<file path="config.mk">
export PLATFORM = sky130hd
export DESIGN_NAME = channel_doinit_bank
export DESIGN_NICKNAME = d
export VERILOG_FILES = /design/src/rtl/correlator_pkg.sv /design/src/rtl/channel_doinit_slice.sv /design/src/rtl/channel_doinit_bank.sv
export SDC_FILE = /design/constraint.sdc
export NUM_CORES = 1
export LEC_CHECK = 0
export CORE_MARGIN = 5
export CORE_UTILIZATION = 60
export DETAILED_ROUTE_END_ITERATION = 16
export PLACE_DENSITY_LB_ADDON = 0.05
export SLEW_MARGIN = 20
export SYNTH_ARGS = -nofsm -noshare
export SYNTH_HDL_FRONTEND = slang
export SYNTH_SLANG_ARGS = --single-unit
</file>
<file path="constraint.sdc">
create_clock -name clk -period 6.6 [get_ports clk]
set_input_delay 1.32 -clock clk [delete_from_list [all_inputs] [get_ports clk]]
set_output_delay 1.32 -clock clk [all_outputs]
set_load 0.05 [all_outputs]
</file>
<file path="src/rtl/correlator_pkg.sv">
// Shared definitions for the correlator doinit bank.
//   ch_state_e   : per-channel FSM encoding (IDLE = flag low, ARMED = flag high)
//   NUM_CH_DEF   : default number of correlator channels
//   EPW_DEF      : default width of the hold-epoch count
//   TOW_DEF      : default width of the watchdog cycle count
//   EPOCH_MIN    : smallest epoch load; a programmed hold of 0 loads this instead
package correlator_pkg;

  typedef enum logic {
    IDLE  = 1'b0,
    ARMED = 1'b1
  } ch_state_e;

  localparam int NUM_CH_DEF = 8;
  localparam int EPW_DEF    = 4;
  localparam int TOW_DEF    = 16;

  localparam int EPOCH_MIN  = 1;

endpackage

</file>
<file path="src/rtl/channel_doinit_slice.sv">
// One channel of the doinit bank: FSM, epoch counter, watchdog counter,
// watchdog enable, completion pulse and sticky timeout flag.
// Ports:
//   clk, reset_n      : clock, asynchronous active-low reset
//   doinit_pulse      : one-cycle set / restart request
//   intr_pulse        : one-cycle epoch pulse from the channel
//   hold_epochs       : epochs to survive, sampled on set (0 loads 1)
//   timeout_en        : watchdog enable, sampled on set
//   timeout_cycles    : watchdog load value, sampled on set
//   sts_clr           : clear of the sticky timeout flag
//   state             : registered FSM state (doinit == ARMED)
//   doinit_next       : next-cycle value of doinit, used for the bank busy register
//   done_pulse        : one-cycle pulse after the completing intr
//   timeout_flag      : sticky watchdog expiry flag
//
// All inputs are single-cycle level samples; there is no handshake. Priority
// per cycle: doinit_pulse > completing intr_pulse > watchdog expiry.
module channel_doinit_slice
  import correlator_pkg::*;
#(
  parameter int EPW = EPW_DEF,
  parameter int TOW = TOW_DEF
) (
  input  logic           clk,
  input  logic           reset_n,
  input  logic           doinit_pulse,
  input  logic           intr_pulse,
  input  logic [EPW-1:0] hold_epochs,
  input  logic           timeout_en,
  input  logic [TOW-1:0] timeout_cycles,
  input  logic           sts_clr,
  output ch_state_e      state,
  output logic           doinit_next,
  output logic           done_pulse,
  output logic           timeout_flag
);

  logic [EPW-1:0] ep_cnt;
  logic [TOW-1:0] wd_cnt;
  logic           wd_en;
  logic [EPW-1:0] ep_load;
  logic           armed;
  logic           complete;
  logic           expire;

  // A programmed hold of zero would otherwise never complete.
  assign ep_load  = (hold_epochs == '0) ? EPW'(EPOCH_MIN) : hold_epochs;

  assign armed    = (state == ARMED);
  // A set in the same cycle masks both completion and expiry (restart).
  assign complete = armed && !doinit_pulse && intr_pulse && (ep_cnt == EPW'(1));
  assign expire   = armed && !doinit_pulse && !complete && wd_en && (wd_cnt == '0);

  assign doinit_next = doinit_pulse || (armed && !complete && !expire);

  always_ff @(posedge clk or negedge reset_n) begin
    if (!reset_n) begin
      state        <= IDLE;
      ep_cnt       <= '0;
      wd_cnt       <= '0;
      wd_en        <= 1'b0;
      done_pulse   <= 1'b0;
      timeout_flag <= 1'b0;
    end else begin
      done_pulse <= 1'b0;

      // Expiry wins over a same-cycle clear; a new set leaves the flag alone.
      if (expire) begin
        timeout_flag <= 1'b1;
      end else if (sts_clr) begin
        timeout_flag <= 1'b0;
      end

      if (doinit_pulse) begin
        state  <= ARMED;
        ep_cnt <= ep_load;
        wd_cnt <= timeout_cycles;
        wd_en  <= timeout_en;
      end else if (armed) begin
        if (complete) begin
          state      <= IDLE;
          done_pulse <= 1'b1;
        end else if (expire) begin
          state <= IDLE;
        end else begin
          // ep_cnt is >= 2 here whenever intr_pulse is high, and wd_cnt is
          // non-zero whenever wd_en is high, so neither counter can wrap.
          if (intr_pulse) begin
            ep_cnt <= ep_cnt - EPW'(1);
          end
          if (wd_en) begin
            wd_cnt <= wd_cnt - TOW'(1);
          end
        end
      end
    end
  end

endmodule

</file>
<file path="src/rtl/channel_doinit_bank.sv">
// Bank of per-channel doinit flags between the register file and the
// correlator channels.
// Ports:
//   clk, reset_n    : clock, asynchronous active-low reset
//   doinit_pulse    : per-channel set request from a register write
//   intr_pulse      : per-channel epoch/interrupt pulse
//   hold_epochs     : epochs a flag must survive (0 treated as 1), sampled on set
//   timeout_en      : watchdog enable, sampled per channel on set
//   timeout_cycles  : watchdog load value, sampled on set
//   sts_clr         : per-channel clear of the sticky timeout flag
//   doinit          : per-channel doinit flag
//   done_pulse      : per-channel one-cycle normal-completion pulse
//   timeout_flag    : per-channel sticky watchdog-expiry flag
//   busy            : registered OR of doinit, cycle-aligned with doinit
module channel_doinit_bank
  import correlator_pkg::*;
#(
  parameter int NUM_CH = NUM_CH_DEF,
  parameter int EPW    = EPW_DEF,
  parameter int TOW    = TOW_DEF
) (
  input  logic              clk,
  input  logic              reset_n,
  input  logic [NUM_CH-1:0] doinit_pulse,
  input  logic [NUM_CH-1:0] intr_pulse,
  input  logic [EPW-1:0]    hold_epochs,
  input  logic              timeout_en,
  input  logic [TOW-1:0]    timeout_cycles,
  input  logic [NUM_CH-1:0] sts_clr,
  output logic [NUM_CH-1:0] doinit,
  output logic [NUM_CH-1:0] done_pulse,
  output logic [NUM_CH-1:0] timeout_flag,
  output logic              busy
);

  // Per-channel FSM state, kept visible here for debug and checker binding.
  ch_state_e         ch_state [NUM_CH];
  logic [NUM_CH-1:0] doinit_next;

  for (genvar i = 0; i < NUM_CH; i++) begin : g_ch
    channel_doinit_slice #(
      .EPW (EPW),
      .TOW (TOW)
    ) u_slice (
      .clk            (clk),
      .reset_n        (reset_n),
      .doinit_pulse   (doinit_pulse[i]),
      .intr_pulse     (intr_pulse[i]),
      .hold_epochs    (hold_epochs),
      .timeout_en     (timeout_en),
      .timeout_cycles (timeout_cycles),
      .sts_clr        (sts_clr[i]),
      .state          (ch_state[i]),
      .doinit_next    (doinit_next[i]),
      .done_pulse     (done_pulse[i]),
      .timeout_flag   (timeout_flag[i])
    );

    assign doinit[i] = (ch_state[i] == ARMED);
  end

  // Built from the next-state vector so busy rises and falls with doinit.
  always_ff @(posedge clk or negedge reset_n) begin
    if (!reset_n) begin
      busy <= 1'b0;
    end else begin
      busy <= |doinit_next;
    end
  end

endmodule

</file>
==> reports/qor.csv, run 1 <==
stage;metric;value;unit
clock_tree;htreeDepth;4;
final_layout;fillers;1678;
yosys;syn_area;12100;um2
run_status;status;completed;
yosys;ys_warn_count;0;
yosys;synth_seq_cells;193;
clock_tree;clkTransAtPathRegs;0.07;ns
critical_path;startpoint_type;input port;
route;drt_wl_total;34.1;mm
critical_path;crit_top_cell;or4_1;
sta;min_period;3.72;ns
sta;fmax;269;MHz
clock_tree;cts_made_buffers;17;
grt;antenna_found_initial;0;
route;ant_nets;0;
place;dp.final_hpwl;22.4;mm
yosys;async_reset_ff_frac;1.00;
final_layout;fin_nets;1513;
sta;maxSlewHeadroom;0.368;
yosys;synth_nets;1527;
yosys;avgSynthCellArea;8.38;um2
pwr;power.total;3270;uW
place;gp_congestion;0.925;
final_layout;regArea;4830;um2
critical_path;slowest_stage;clkdlybuf4s50_1;
route;drc;0;
critical_path;cp_slowest_stage_delay;0.73;ns
sta;tns;0;ns
floorplanning;coreArea;20100;um2
yosys;yosysUniqueCellTypes;82;
sta;fin_skew;0.0120;ns
sta;setup_slack;2.88;ns
route;first_pass_iters;5;
critical_path;critical_path_class;input port to register;
pwr;max-vdd-ir-drop;0.174;mV
final_layout;syn_to_final_growth;9.61;%
sta;hold_viol_final;0;
clock_tree;clockRootBuffer;clkbuf_16;
job;drv_cap;0;
final_layout;layout.cells.non_filler;1713;
yosys;synth_cells;1448;
clock_tree;holdBufCountCts;0;
final_layout;drive_above_1_share;0.0610;
floorplanning;dieHeight;152;um
critical_path;cp-end-kind;register;
route;drt_iter0_drc;812;
route;wire_per_inst;19.9;um
critical_path;cp_max_fo;18;
critical_path;path_buf_inv;1;
critical_path;crit_arrival;4.02;ns
clock_tree;clk_path_buf_depth;2;
grt;grt_pass1_wl;55.3;mm
floorplanning;rows;52;
sta;rsz0062_at_grt;no;
critical_path;cp_top_family;simple AND/OR/NAND/NOR gates;
clock_tree;post_cts_buffers;0;
final_layout;antennaDiodeCount;0;
sta;worstMarginPinSlew;0.943;ns
grt;grt_usage;0.293;
critical_path;path_cells;clkdlybuf4s50_1 -> nor4b_1 -> a21boi_0 -> o31a_1 -> or4_1 -> or4_1;
place;dp.cells;1685;
final_layout;multi_input_area;6520;um2
grt;grt_overflow;0;
yosys;synth_flop_cell;dfrtp_1;
clock_tree;cts_tree;done;
route;vias;11100;
sta;drv_slew;0;
floorplanning;floorplan.initialDensity;0.604;
place;portBuffers;71;
sta;setup_violations;0;
yosys;ys_seq_area_frac;0.398;
route;viasPerCell;6.50;
clock_tree;clock_latency;0.44;ns
sta;finalCritPeriodShare;0.564;
place;place_ws;2.49;ns
floorplanning;dieArea;23200;um2
grt;grt_max_degree;111;
critical_path;crit_required;6.90;ns
clock_tree;cts_sinks;193;
grt;grt_pass1_vias;10300;
min_path;min_path_type;register to register;
pwr;powerDensity;246;nW/um2
clock_tree;ctsResizeCount;0;
floorplanning;io_pins;72;
yosys;synth_edf_count;0;
floorplanning;die_x;152;um
pwr;leakagePower;0.00522;uW
==> worst reg2reg max path, delay by kind of cell (launching register included) <==
kind / cells / cell delay [ns]
simple gates: 4 / 1.70
flops: 1 / 0.40
compound gates: 1 / 0.32
fa+ha+maj: 1 / 0.16
buf+inv: 1 / 0.10
==> Yosys cell counts, types with 6 or more instances <==
master	n	area share
a32oi_1	7	0.0051
a22oi_1	35	0.022
nor4b_1	13	0.0094
dfrtp_1	193	0.40
o32ai_1	6	0.0043
ha_1	32	0.033
a21oi_1	103	0.042
a21o_1	8	0.0049
nand4_1	17	0.0088
buf_1	12	0.0037
or3_1	22	0.011
o21a_1	6	0.0037
nor2_1	131	0.041
and3_1	9	0.0046
nand3_1	37	0.015
and2_1	8	0.0041
nor4_1	40	0.021
mux2_2	7	0.0065
buf_4	26	0.016
nand2_1	99	0.031
or4_1	27	0.017
clkbuf_1	74	0.023
o31ai_1	9	0.0056
o21ai_0	157	0.065
nor2b_1	8	0.0041
o22ai_1	16	0.0082
o2bb2ai_1	22	0.016
inv_1	69	0.021
or2_2	7	0.0036
nand2b_1	7	0.0036
a31o_2	8	0.0058
o211ai_1	11	0.0068
nor3_1	66	0.027
a31oi_1	20	0.010
nor3b_1	8	0.0049
o311ai_0	7	0.0051
o31a_1	9	0.0065
mux2i_1	14	0.012
o22a_1	7	0.0051
==> routing by layer <==
metal | up-vias | share of wire | GRT usage
met5 | - | 0 | 0
met2 | 345 | 0.46 | 0.469
li1 | 5332 | - | -
met3 | 68 | 0.058 | 0.0423
met1 | 5387 | 0.44 | 0.405
met4 | 0 | 0.039 | 0.117
==> worst paths after layout <==
kind / startpoint / to / slack (ns) / depth (start not counted)
setup / recovery: doinit_pulse[4] / busy / 2.88 / 6
hold / removal: g_ch[3].u_slice.wd_cnt[11] / g_ch[3].u_slice.wd_cnt[11] / 0.50 / 1
setup reg to reg: g_ch[4].u_slice.wd_cnt[0] / busy / 3.78 / 7
hold reg to reg: g_ch[3].u_slice.wd_cnt[11] / g_ch[3].u_slice.wd_cnt[11] / 0.50 / 1
max in group asynchronous: reset_n / g_ch[0].u_slice.wd_cnt[10] / 4.33 / 2
min in group asynchronous: reset_n / g_ch[7].u_slice.wd_cnt[0] / 0.95 / 1
==> placed cells by master (no fill, tap or decap), types with 14 or more instances in the layout <==
master / instances
or3_1: 22
clkbuf_16: 17
nor3_1: 66
dfrtp_1: 193
a22oi_1: 35
nand4_1: 17
mux2i_1: 14
ha_1: 32
nor2_1: 131
nand2_1: 99
inv_1: 69
o21ai_0: 157
nor4_1: 40
o2bb2ai_1: 22
nand3_1: 37
a21oi_1: 103
buf_4: 14
or4_1: 27
a31oi_1: 19
o22ai_1: 16
clkdlybuf4s50_1: 70
==> state kept, by name, summed over array words and instances (netlist names) <==
name,count
g_ch.u_slice.timeout_flag,8
g_ch.u_slice.wd_en,8
g_ch.u_slice.state,8
g_ch.u_slice.done_pulse,8
busy,1
g_ch.u_slice.ep_cnt,32
g_ch.u_slice.wd_cnt,128
==> layout make-up <==
class / count / share of cell area
timing repair buffer: 85 / 0.0616
sequential: 193 / 0.363
multi-input combinational: 1066 / 0.490
clock inverter: 6 / 0.00461
inverter: 71 / 0.0200
tap: 270 / 0.0254
clock buffer: 22 / 0.0349
==> metrics by stage <==
stage / cell area [um2] / hold slack [ns] / util
floorplan: 12100 / 0.450 / -
global placement: 12800 / 0.478 / 0.634
detailed placement: 12800 / 0.478 / 0.635
CTS: 13300 / 0.494 / 0.661
global route: 13300 / 0.538 / 0.662
finish: 13300 / 0.497 / 0.662
==> logic make-up (layout without fill, tap and decap cells) <==
kind of cell,Yosys count,after routing,synth area share
and+or+nand+nor,535,535,0.234
AOI/OAI and AO/OA,473,473,0.246
DFF,193,193,0.398
buffers and inverters,189,184,0.0671
adders and majority gates,32,32,0.0330
muxes,21,21,0.0180
xor gates and xnor gates,5,5,0.00361
==> where the power goes <==
part	total, uW	switching, uW	internal (uW)
Clock	971	440	530
Sequential	1550	200	1350
Combinational	749	451	298
No activity file was read; power rests on OpenSTA's default activity.
==> inputs of run 2 (changes only) <==
- clock period: 6.6 -> 3.5 ns (I/O delays scaled with it)
==> reports/qor.csv, run 2 (synthesis gave the netlist of run 1 again) <==
stage;metric;value;unit
job;drv_cap;0;
route;first_pass_iters;5;
clock_tree;post_cts_buffers;0;
route;ant_nets;0;
pwr;leakagePower;0.00534;uW
run_status;status;completed;
grt;grt_usage;0.295;
place;gp_congestion;0.899;
route;viasPerCell;6.52;
clock_tree;cts_tree;done;
final_layout;utilization;0.671;
final_layout;largest_reg_flops;128;
clock_tree;clk_path_buf_depth;2;
sta;min_period;2.84;ns
pwr;max-vdd-ir-drop;0.293;mV
critical_path;crit_required;3.80;ns
grt;grt_pass1_wl;55.9;mm
route;vias;11300;
sta;tns;0;ns
floorplanning;coreArea;20100;um2
grt;grt_pass1_vias;10500;
clock_tree;cts_sinks;193;
pwr;power.total;6310;uW
sta;fin_skew;0.00860;ns
final_layout;drive_above_1_share;0.0744;
sta;hold_slack;0.269;ns
final_layout;syn_to_final_growth;11.1;%
final_layout;fillers;1689;
floorplanning;io_pins;72;
grt;grt_max_degree;82;
critical_path;startpoint_type;register;
final_layout;regArea;4830;um2
sta;setup_violations;0;
clock_tree;clockRootBuffer;clkbuf_16;
sta;drv_slew;0;
sta;maxSlewHeadroom;0.381;
critical_path;cp_max_fo;6;
floorplanning;floorplan.initialDensity;0.604;
place;place_area;12900;um2
route;drt_wl_total;34.4;mm
critical_path;cp-end-kind;register;
grt;antenna_found_initial;0;
sta;worstMarginPinSlew;0.924;ns
clock_tree;ctsResizeCount;0;
final_layout;final_common_cell;dfrtp_1;
pwr;powerDensity;468;nW/um2
final_layout;multi_input_area;6500;um2
final_layout;largest_register;g_ch.u_slice.wd_cnt;
route;drc;0;
floorplanning;die_x;152;um
final_layout;reg_top3;g_ch.u_slice.wd_cnt: 128 flops, g_ch.u_slice.ep_cnt: 32 flops;
clock_tree;holdBufCountCts;0;
final_layout;fin_nets;1532;
route;wire_per_inst;19.8;um
critical_path;critical_path_class;register to register;
critical_path;crit_arrival;3.15;ns
clock_tree;clkTransAtPathRegs;0.07;ns
route;drt_iter0_drc;867;
final_layout;antennaDiodeCount;0;
sta;fmax;352;MHz
place;dp.final_hpwl;22.6;mm
min_path;min_path_type;input port to async pin;
floorplanning;rows;52;
sta;finalCritPeriodShare;0.812;
grt;grt_overflow;0;
floorplanning;dieArea;23200;um2
clock_tree;cts_made_buffers;17;
place;portBuffers;71;
final_layout;layout_common_cells;dfrtp_1 (193), o21ai_0 (157), nor2_1 (131);
clock_tree;htreeDepth;4;
floorplanning;dieHeight;152;um
clock_tree;clock_latency;0.44;ns
sta;rsz0062_at_grt;no;
final_layout;final_area;13500;um2
sta;hold_viol_final;0;
==> run 2: stage by stage <==
step / setup WS, ns / instances
after floorplan: 0.990 / 1448
after global placement: 0.275 / 1704
after detailed placement: 0.272 / 1704
after CTS: 0.675 / 1735
after global routing: 0.557 / 1735
final: 0.660 / 1735
==> run 2: critical path: stages, from the launching register on <==
cell and delay (ns):
dfrtp_1 0.41, or3_1 0.43, or4_1 0.53, o32ai_1 0.55
o2111ai_1 0.25, or4_1 0.54
==> run 2: final cells by class <==
| cell class | count | area share |
|---|---|---|
| clock inverter | 10 | 0.00817 |
| sequential | 193 | 0.358 |
| timing repair buffer | 104 | 0.0723 |
| clock buffer | 21 | 0.0342 |
| multi-input combinational | 1066 | 0.482 |
| inverter | 71 | 0.0198 |
| tap | 270 | 0.0251 |
==> run 2: power breakdown <==
part           internal [uW]  switching, uW  leakage (uW)
clock                   1090            866      0.000283
combinational            577            852       0.00276
sequential              2550            374       0.00230
==> run 2: final timing paths <==
check | startpoint | to | slack, ns | depth (start not counted)
hold reg to reg | g_ch[1].u_slice.wd_cnt[14] | g_ch[1].u_slice.wd_cnt[14] | 0.52 | 1
min in group clk | g_ch[1].u_slice.wd_cnt[14] | g_ch[1].u_slice.wd_cnt[14] | 0.52 | 1
max in group asynchronous | reset_n | g_ch[0].u_slice.wd_cnt[15] | 2.41 | 2
setup / recovery | g_ch[3].u_slice.wd_cnt[10] | busy | 0.66 | 5
setup reg to reg | g_ch[3].u_slice.wd_cnt[10] | busy | 0.66 | 5
hold / removal | reset_n | g_ch[7].u_slice.timeout_flag | 0.27 | 1
==> run 2: routing by layer <==
metal	up-vias	global-route usage	routed length, um
li1	5368	-	-
met3	72	0.0488	2630
met5	-	0	0
met1	5460	0.412	14700
met4	0	0.101	974
met2	415	0.469	16000
